===== config.mk =====
export PLATFORM = sky130hd
export DESIGN_NAME = conv_maxpool_stream
export DESIGN_NICKNAME = d
export VERILOG_FILES = /design/src/rtl/conv_pkg.sv /design/src/rtl/pool_idx_counter.sv /design/src/rtl/conv_maxpool_stream.sv
export SDC_FILE = /design/constraint.sdc
export NUM_CORES = 1
export LEC_CHECK = 0
export ABC_AREA = 1
export CAP_MARGIN = 5
export CORE_UTILIZATION = 55
export CTS_CLUSTER_DIAMETER = 120
export DETAILED_ROUTE_END_ITERATION = 12
export GPL_ROUTABILITY_DRIVEN = 0
export GPL_TIMING_DRIVEN = 0
export PLACE_DENSITY = 0.81
export SKIP_CTS_REPAIR_TIMING = 1
export SYNTH_ARGS = -nofsm -noshare
export SYNTH_HDL_FRONTEND = slang
export SYNTH_SLANG_ARGS = --single-unit

===== constraint.sdc =====
create_clock -name clk -period 4.97 [get_ports clk]
set_input_delay 0.7455 -clock clk [delete_from_list [all_inputs] [get_ports clk]]
set_output_delay 0.7455 -clock clk [all_outputs]
set_load 0.02 [all_outputs]

===== src/rtl/conv_pkg.sv =====
// Types, vector geometry and a signed-max helper for the conv output stream
// and its pooling stages.
package conv_pkg;
    localparam int SAMPLE_W     = 16;
    localparam int LENX         = 64;
    localparam int LENF         = 33;
    localparam int LENY         = LENX - LENF + 1;
    localparam int POOL_DEFAULT = 2;

    typedef logic signed [SAMPLE_W-1:0] sample_t;

    function automatic sample_t smax(input sample_t a, input sample_t b);
        return (b > a) ? b : a;
    endfunction
endpackage


===== src/rtl/pool_idx_counter.sv =====
// Window and vector position counters for the pooling stage; both advance
// once per accepted sample and hold otherwise, and both clear on the vector wrap.
module pool_idx_counter #(
    parameter int POOL   = 2,
    parameter int LENY   = 32,
    parameter int LOGLEN = 6
) (
    input  logic clk,
    input  logic reset,
    input  logic advance,
    output logic win_first,
    output logic win_last,
    output logic vec_last
);
    logic [LOGLEN-1:0] win_cnt_q, win_cnt_d;
    logic [LOGLEN-1:0] vec_cnt_q, vec_cnt_d;

    assign win_first = (win_cnt_q == '0);
    assign win_last  = (win_cnt_q == LOGLEN'(POOL - 1));
    assign vec_last  = (vec_cnt_q == LOGLEN'(LENY - 1));

    always_comb begin
        win_cnt_d = win_cnt_q;
        vec_cnt_d = vec_cnt_q;
        if (advance) begin
            vec_cnt_d = vec_last ? '0 : vec_cnt_q + LOGLEN'(1);
            // A vector end forces a fresh window even if it is short.
            win_cnt_d = (win_last || vec_last) ? '0 : win_cnt_q + LOGLEN'(1);
        end
    end

    always_ff @(posedge clk) begin
        if (reset) begin
            win_cnt_q <= '0;
            vec_cnt_q <= '0;
        end else begin
            win_cnt_q <= win_cnt_d;
            vec_cnt_q <= vec_cnt_d;
        end
    end
endmodule


===== src/rtl/conv_maxpool_stream.sv =====
// Streaming 1-D max-pool over the conv y stream, one z per POOL samples (short
// final window per vector flushed); z is registered one cycle after its last sample; a stalled z blocks y.
module conv_maxpool_stream
    import conv_pkg::*;
#(
    parameter int WIDTH  = conv_pkg::SAMPLE_W,
    parameter int POOL   = conv_pkg::POOL_DEFAULT,
    parameter int LENY   = conv_pkg::LENY,
    parameter int LOGLEN = 6
) (
    input  logic                    clk,
    input  logic                    reset,
    input  logic signed [WIDTH-1:0] s_data_in_y,
    input  logic                    s_valid_y,
    output logic                    s_ready_y,
    output logic signed [WIDTH-1:0] m_data_out_z,
    output logic                    m_valid_z,
    input  logic                    m_ready_z
);
    logic signed [WIDTH-1:0] acc_q, acc_d;
    logic signed [WIDTH-1:0] m_data_q, m_data_d;
    logic                    m_valid_q, m_valid_d;
    logic signed [WIDTH-1:0] cand;
    logic                    accept, complete;
    logic                    win_first, win_last, vec_last;

    assign s_ready_y    = !reset && (!m_valid_q || m_ready_z);
    assign accept       = s_valid_y && s_ready_y;
    assign m_data_out_z = m_data_q;
    assign m_valid_z    = m_valid_q;

    pool_idx_counter #(
        .POOL   (POOL),
        .LENY   (LENY),
        .LOGLEN (LOGLEN)
    ) u_idx (
        .clk       (clk),
        .reset     (reset),
        .advance   (accept),
        .win_first (win_first),
        .win_last  (win_last),
        .vec_last  (vec_last)
    );

    always_comb begin
        cand      = (win_first || (s_data_in_y > acc_q)) ? s_data_in_y : acc_q;
        complete  = accept && (win_last || vec_last);
        acc_d     = accept ? cand : acc_q;
        m_data_d  = complete ? cand : m_data_q;
        m_valid_d = m_valid_q;
        if (m_valid_q && m_ready_z)
            m_valid_d = 1'b0;
        // A completion in the transfer cycle reloads with no bubble.
        if (complete)
            m_valid_d = 1'b1;
    end

    always_ff @(posedge clk) begin
        if (reset) begin
            acc_q     <= '0;
            m_data_q  <= '0;
            m_valid_q <= 1'b0;
        end else begin
            acc_q     <= acc_d;
            m_data_q  <= m_data_d;
            m_valid_q <= m_valid_d;
        end
    end
endmodule


==> results of run 1 <==
[synth_stat cells]
cell and n:
inv_2 2, clkbuf_1 6, nor2_1 8, nor3_1 6
a21oi_1 10, buf_2 3, xor2_1 2, nand2_2 7
nor2_4 1, inv_1 58, a21oi_2 1, buf_8 1
nand3_1 65, nand2_4 2, nand4_1 2, nor2_2 1
nand2_1 98, dfxtp_1 45, nor4_2 2, nor3_2 3
buf_6 1, o21ai_0 18, buf_1 1, ha_1 20
o32ai_1 1, buf_4 1, nor3b_1 3
[cells in the final DEF (no fill, tap or decap), drive strengths merged]
cell           netlist  layout
xor2                 2       2
nand4                2       2
nor4                 2       2
a21oi               11      11
o21ai               18      18
nand2              107     107
dfxtp               45      45
inv                 60      60
nor3b                3       3
buf                  7       7
clkdlybuf4s50        0      37
ha                  20      20
nor2                10      10
nand3               65      65
nor3                 9       9
clkbuf               6      13
o32ai                1       1
bufinv               0       1
[cells by family after synthesis]
kind of cell    after synthesis  synth area share, %
buf+inv                      73                 11.8
xor+xnor                      2                0.686
compound gates               30                 6.17
fa+ha+maj                    20                 9.80
flops                        45                 35.3
simple gates                198                 36.3
[worst min-delay path by stage]
stage | endpoint | cells after the start
6_report | m_data_out_z[9] | 2
5_1_grt | m_data_out_z[5] | 2
4_1_cts | m_data_out_z[9] | 2
3_5_place_dp | m_data_out_z[9] | 2
3_3_place_gp | m_data_out_z[5] | 2
2_1_floorplan | acc_q[14] | 2
[worst max-delay path, stage by stage]
cell	delay, ps
clkdlybuf4s50_1	600
a21oi_2	210
clkdlybuf4s50_1	630
[final cells by class]
type	instances	share of cell area [%]
repair buffers	37	11.9
inverters	60	7.25
well taps	52	2.10
clock inverters	1	0.967
multi-input cells	250	43.6
clock buffers	7	2.78
plain buffers	13	2.42
flip-flops and latches	45	29.0
[report_power, final]
| part | internal, uW | total [uW] | switching, uW |
|---|---|---|---|
| combinational | 83.9 | 220 | 136 |
| sequential | 383 | 396 | 12.4 |
| clock | 164 | 290 | 126 |
[registers in the layout, indices dropped and copies added, names as in the netlist]
signal and count:
m_data_out_z 16, u_idx.vec_cnt_q 6, acc_q 16, u_idx.win_cnt_q 6
m_valid_z 1
[stage by stage]
stage / instances / hold slack (ps) / util [%]
final: 465 / 471 / 70.4
after CTS: 465 / 472 / 70.4
after global placement: 457 / 458 / 67.7
after floorplan: 368 / 450 / -
after detailed placement: 457 / 458 / 67.7
after global routing: 465 / 499 / 70.4
[layer usage]
layer / vias up / share of wire, % / GRT usage (%)
met5: - / 0 / 0
met4: 0 / 2.7 / 12.9
met3: 14 / 5.8 / 5.48
met2: 66 / 48 / 43.4
met1: 1108 / 43 / 32.1
li1: 1264 / - / -
==> metrics.txt, run 1 <==
fmax 0.341 GHz; Synth Net Count 408; first-pass GRT wire length 10200 microns; Distinct cells, synth 27; WL/cell 12.8 microns; Seq/Total Area, Yosys 35.3%; I/O Pins 38; final setup margin 2040 ps; vias in the first global route 2344; first drt pass iteration count 4; Yosys Warn Count 0; Cells after Synth 368; Fillers 381; top cells by area, synth dfxtp_1 35%, nand2_1 14%, nand3_1 13%; Starting Density 57.9%; Critical Path End s_ready_y; unrepaired setup endpoints after global routing false; NumNets Final 452; initial antenna violation count 0; grt ovf 0; DP Area 2990 sq um; Max-Cap Viols 0; Critical Path AT 2190 ps; Die ar. 4920 sq um; residual DRC count 0; Die W 70.1 microns; Worst slew margin 58.6%; Worst Path Required 4220 ps; clk slew on worst S/H paths 80 ps; Slew Viols, Final 0; CTS buffer count 5; Crit Reg-Reg Startpoint acc_q[15]; number of hold violations in the final report 0; layout cells sized above 1 7.75%; CTS Root Cell clkbuf_8; Die Ht 70.1 microns; fin crit share 59.0%; Yosys reg bits 45; Max H-tree Level 2; CTS tree yes; DRT antenna net count 0; Synth top area share 35.3%; Worst Path Max Fanout 7; worst clock skew 3.12 ps; 1st-iter DRT viols 126; Fin Setup TNS 0 ps; FF-to-FF End acc_q[10]; floorplan row count 24; total power 906 uW; Hold Startpoint m_data_out_z[9]; Post-Synthesis Cell Area 2550 sq um; Vias/cell 5.27; worst slack at placement 2000 ps; Core Box Area 4410 sq um; CP Launch Point reset; Min-Delay Path Class flip-flop to flip-flop; Seq. cell area 901 sq um; measured slew at the worst slew-check pin 621 ps; hpwl dp 4290 microns; Vias 2452; largest area contributor in the netlist dfxtp_1; CTS Sinks 45; worst reg2reg setup slack 2780 ps; Final setup violation count 0; multi-input logic area 1350 sq um; number of port buffers 37; P&R area growth vs syn 21.6%; Final Cell Area 3110 sq um; syn_area_per_cell 6.94 sq um; Pwr per Cell Area 292 nW/um^2; Worst-Skew Late Latency 300 ps; status complete, no violations; Peak VDD IR 0.182 mV; post-layout min period 2930 ps; CP Capture Type primary output; Crit Path Class primary input to primary output; startpoint types primary input; Routed WL 5960 microns; gr usage total 26.2%; pin count of the biggest net entering global routing 14; Clock Tree Buf Depth 2; # diodes 0; static leakage 0.00150 uW; R2R depth 15
Power figures use the tool's default switching activity.
==> run 2: changes to the inputs <==
--- a/config.mk
+++ b/config.mk
@@ -7,12 +7,12 @@
 export LEC_CHECK = 0
 export ABC_AREA = 1
 export CAP_MARGIN = 5
-export CORE_UTILIZATION = 55
+export CORE_UTILIZATION = 49
 export CTS_CLUSTER_DIAMETER = 120
 export DETAILED_ROUTE_END_ITERATION = 12
 export GPL_ROUTABILITY_DRIVEN = 0
 export GPL_TIMING_DRIVEN = 0
-export PLACE_DENSITY = 0.81
+export PLACE_DENSITY = 0.76
 export SKIP_CTS_REPAIR_TIMING = 1
 export SYNTH_ARGS = -nofsm -noshare
 export SYNTH_HDL_FRONTEND = slang
==> constraint.sdc (replaced) <==
create_clock -name clk -period 2.4 [get_ports clk]
set_input_delay 0.36 -clock clk [delete_from_list [all_inputs] [get_ports clk]]
set_output_delay 0.36 -clock clk [all_outputs]
set_load 0.02 [all_outputs]
==> metrics.txt, run 2 (same netlist as run 1, synthesis figures left out) <==
Vias/cell 5.03; first drt pass iteration count 4; Pwr per Cell Area 603 nW/um^2; CP max-delay cell clkdlybuf4s50_1; # diodes 0; number of port buffers 37; Crit Reg-Reg Startpoint acc_q[7]; WL/cell 12.4 microns; Hold Startpoint m_data_out_z[1]; Slew Viols, Final 0; worst slack at placement -165 ps; worst clock skew 11.9 ps; pin count of the biggest net entering global routing 15; CTS Root Cell clkbuf_8; startpoint types primary input; Max H-tree Level 2; clk slew on worst S/H paths 80 ps; vias in the first global route 2215; number of hold violations in the final report 0; floorplan row count 25; status complete, no violations; CTS Sinks 45; initial antenna violation count 0; Worst Path Max Fanout 10; CP peak stage delay 630 ps; Critical Path AT 2440 ps; I/O Pins 38; unrepaired setup endpoints after global routing false; post-layout min period 2240 ps; worst reg2reg setup slack 310 ps; Die W 74.2 microns; R2R depth 17; residual DRC count 0; Final setup violation count 0; Worst Path Required 2600 ps; Peak VDD IR 0.463 mV; Clock Tree Buf Depth 2; Fillers 443; Die ar. 5500 sq um; Hold Crit Endpoint m_data_out_z[1]; static leakage 0.00152 uW; Crit Path Class primary input to flip-flop; Worst-Skew Late Latency 300 ps; P&R area growth vs syn 24.3%; fin crit share 93.5%; FF-to-FF End acc_q[6]; CTS tree yes; Routed WL 6010 microns; first-pass GRT wire length 9880 microns; Max-Cap Viols 0; final setup margin 156 ps; Worst slew margin 59.1%; 1st-iter DRT viols 117; CP Capture Type flip-flop; gr usage total 23.6%; Die Ht 74.2 microns; Starting Density 52.3%; Cell Chain, Critical Path clkdlybuf4s50_1 -> a21oi_2 -> nand2_1 -> buf_2 -> inv_1 -> clkbuf_1 -> nand3_1 -> nand2_1 -> inv_1; measured slew at the worst slew-check pin 613 ps; layout cells sized above 1 9.38%; CP Launch Point reset; Min-Delay Path Class flip-flop to flip-flop; NumNets Final 455; most common cell after layout, fill and taps aside nand2_1; CTS buffer count 5; Core Util, Final 65.1%; Hold Crit Depth 2; fmax 0.446 GHz; hpwl dp 4340 microns; Vias 2428; DRT antenna net count 0; commonest cells after routing, fill and taps aside 97 x nand2_1, 65 x nand3_1, 58 x inv_1, 45 x dfxtp_1, 37 x clkdlybuf4s50_1; grt ovf 0; Core Box Area 4880 sq um
-- run 2: worst max-delay path by stage --
stage                end  slack [ps]
6_report        acc_q[4]         160
5_1_grt         acc_q[9]          10
4_1_cts         acc_q[9]         160
3_5_place_dp    acc_q[9]        -170
3_3_place_gp   acc_q[11]        -140
2_1_floorplan  acc_q[10]         550
-- run 2: stage by stage --
stage               power (uW)  TNS [ps]  cell area [sq um]  cells  hold WS (ps)
floorplan                 1140         0               2550    368           450
global placement          1270     -2540               3010    472           458
detailed placement        1280     -3390               3010    472           461
CTS                       1890         0               3130    480           475
global route              2020         0               3170    483           486
finish                    1910         0               3170    483           471
-- run 2: worst max-delay path, delay by kind of cell --
family | cells | cell delay, ps
buf+inv | 5 | 1500
simple gates | 3 | 370
compound gates | 1 | 220
-- run 2: metal layers --
| layer | track usage, % | vias to the layer above | share of wire, % |
|---|---|---|---|
| met3 | 4.47 | 11 | 2.8 |
| li1 | - | 1272 | - |
| met2 | 39.1 | 43 | 47 |
| met1 | 30.9 | 1102 | 48 |
| met4 | 7.91 | 0 | 1.8 |
| met5 | 0 | - | 0 |
-- run 2: where the power goes --
group / internal, uW / switching, uW / total, uW
logic: 198 / 286 / 484
clock network: 339 / 271 / 610
registers: 794 / 26.2 / 820
total: 1330 / 583 / 1910
-- run 2: area by class of cell --
cell class	instances	area [sq um]	share of cell area, %
clock inverters	2	37.5	1.18
inverters	60	225	7.10
clock buffers	6	82.6	2.60
flip-flops and latches	45	901	28.4
well taps	67	83.8	2.64
multi-input cells	250	1370	43.2
plain buffers	13	80.1	2.52
repair buffers	40	393	12.4
==> run 3: changes to the inputs <==
--- a/config.mk
+++ b/config.mk
@@ -7,12 +7,13 @@
 export LEC_CHECK = 0
 export ABC_AREA = 1
 export CAP_MARGIN = 5
-export CORE_UTILIZATION = 49
+export CORE_UTILIZATION = 55
 export CTS_CLUSTER_DIAMETER = 120
 export DETAILED_ROUTE_END_ITERATION = 12
+export DONT_BUFFER_PORTS = 1
 export GPL_ROUTABILITY_DRIVEN = 0
 export GPL_TIMING_DRIVEN = 0
-export PLACE_DENSITY = 0.76
+export PLACE_DENSITY = 0.73
 export SKIP_CTS_REPAIR_TIMING = 1
 export SYNTH_ARGS = -nofsm -noshare
 export SYNTH_HDL_FRONTEND = slang
==> metrics.txt, run 3 (same netlist as run 1, synthesis figures left out) <==
WL/cell 13.3 microns; number of port buffers 0; initial antenna violation count 0; CTS Root Cell clkbuf_8; layout cells sized above 1 8.78%; worst reg2reg setup slack 250 ps; P&R area growth vs syn 5.93%; CTS Sinks 45; startpoint types flip-flop; CTS buffer count 5; Pwr per Cell Area 620 nW/um^2; Starting Density 57.9%; Die Ht 70.1 microns; status complete, no violations; Core Box Area 4410 sq um; Worst Path Max Fanout 10; Critical Path AT 2350 ps; Peak VDD IR 0.314 mV; residual DRC count 0; gr usage total 25.1%; Core Util, Final 61.3%; Final setup violation count 0; static leakage 0.00135 uW; CTS tree yes; NumNets Final 415; Die W 70.1 microns; unrepaired setup endpoints after global routing false; Clock Tree Buf Depth 2; commonest cells after routing, fill and taps aside 98 x nand2_1, 65 x nand3_1, 58 x inv_1, 45 x dfxtp_1, 20 x ha_1; Max-Cap Viols 0; hpwl dp 4140 microns; Fin Setup TNS 0 ps; Routed WL 5680 microns; first-pass GRT wire length 9670 microns; Vias/cell 5.26; Slew Viols, Final 0; fin crit share 89.4%; pin count of the biggest net entering global routing 15; Vias 2250; number of hold violations in the final report 0; worst clock skew 7.17 ps; fmax 0.466 GHz; CP Capture Type flip-flop; clk slew on worst S/H paths 90 ps; Max H-tree Level 2; Worst-Skew Late Latency 300 ps; post-layout min period 2150 ps; total power 1680 uW; first drt pass iteration count 4; most common cell after layout, fill and taps aside nand2_1; floorplan row count 24; Crit Path Class flip-flop to flip-flop; Worst slew margin 63.2%; grt ovf 0; Die ar. 4920 sq um; 1st-iter DRT viols 75; I/O Pins 38; vias in the first global route 2161; DRT antenna net count 0; # diodes 0; Worst Path Required 2610 ps; Min-Delay Path Class primary input to flip-flop; measured slew at the worst slew-check pin 551 ps
[run 3: changes by cell type in the layout (fill, tap and decap cells not counted)]
cell / change
a21oi_2: -1
bufinv_16: -1
buf_12: -1
nand2_1: +1
buf_8: +1
buf_4: -3
ha_4: -1
ha_1: +1
clkbuf_8: -1
a21oi_1: +1
clkdlybuf4s50_1: -37
nand2_2: -1
clkinv_2: +2
[run 3: worst max-delay path, cell delays in order, from the launching register on]
cell,delay (ps)
dfxtp_1,420
a21oi_2,350
nand2_1,180
buf_2,220
inv_1,140
clkbuf_1,450
nand3_1,160
nand2_1,90
inv_1,40
[run 3: stage by stage]
stage | area (sq um) | hold slack [ps] | setup WS, ps | cells
finish | 2710 | 238 | 254 | 428
CTS | 2710 | 231 | 257 | 428
floorplan | 2550 | 450 | 548 | 368
detailed placement | 2620 | 466 | 274 | 420
global placement | 2620 | 459 | 283 | 420
global route | 2710 | 256 | 59.0 | 428
[run 3: layer usage]
metal,global-route usage [%],up-vias,part of all wire (%)
met2,43.3,54,47
li1,-,1186,-
met1,31.1,1003,45
met4,8.00,0,1.4
met5,0,-,0
met3,5.34,7,6.5
[run 3: power by group]
part / internal (uW) / leakage, uW / switching (uW)
logic: 129 / 0.000936 / 248
clock network: 201 / 0.0000439 / 266
registers: 794 / 0.000368 / 39.4
total: 1120 / 0.00135 / 554
[run 3: worst paths after layout]
check / startpoint / end / cells past startpoint
min reg2reg: acc_q[14] / acc_q[14] / 2
min: m_ready_z / m_valid_z / 3
max reg2reg: m_valid_z / acc_q[9] / 8
max: m_valid_z / acc_q[9] / 8
[run 3: cell type report]
class                           instances  area [sq um]
Buffer                                 13          75.1
Clock buffer                            5          68.8
Clock inverter                          3          17.5
Fill cell                             439          1710
Inverter                               60           225
Multi-Input combinational cell        250          1350
Sequential cell                        45           901
Tap cell                               52          65.1
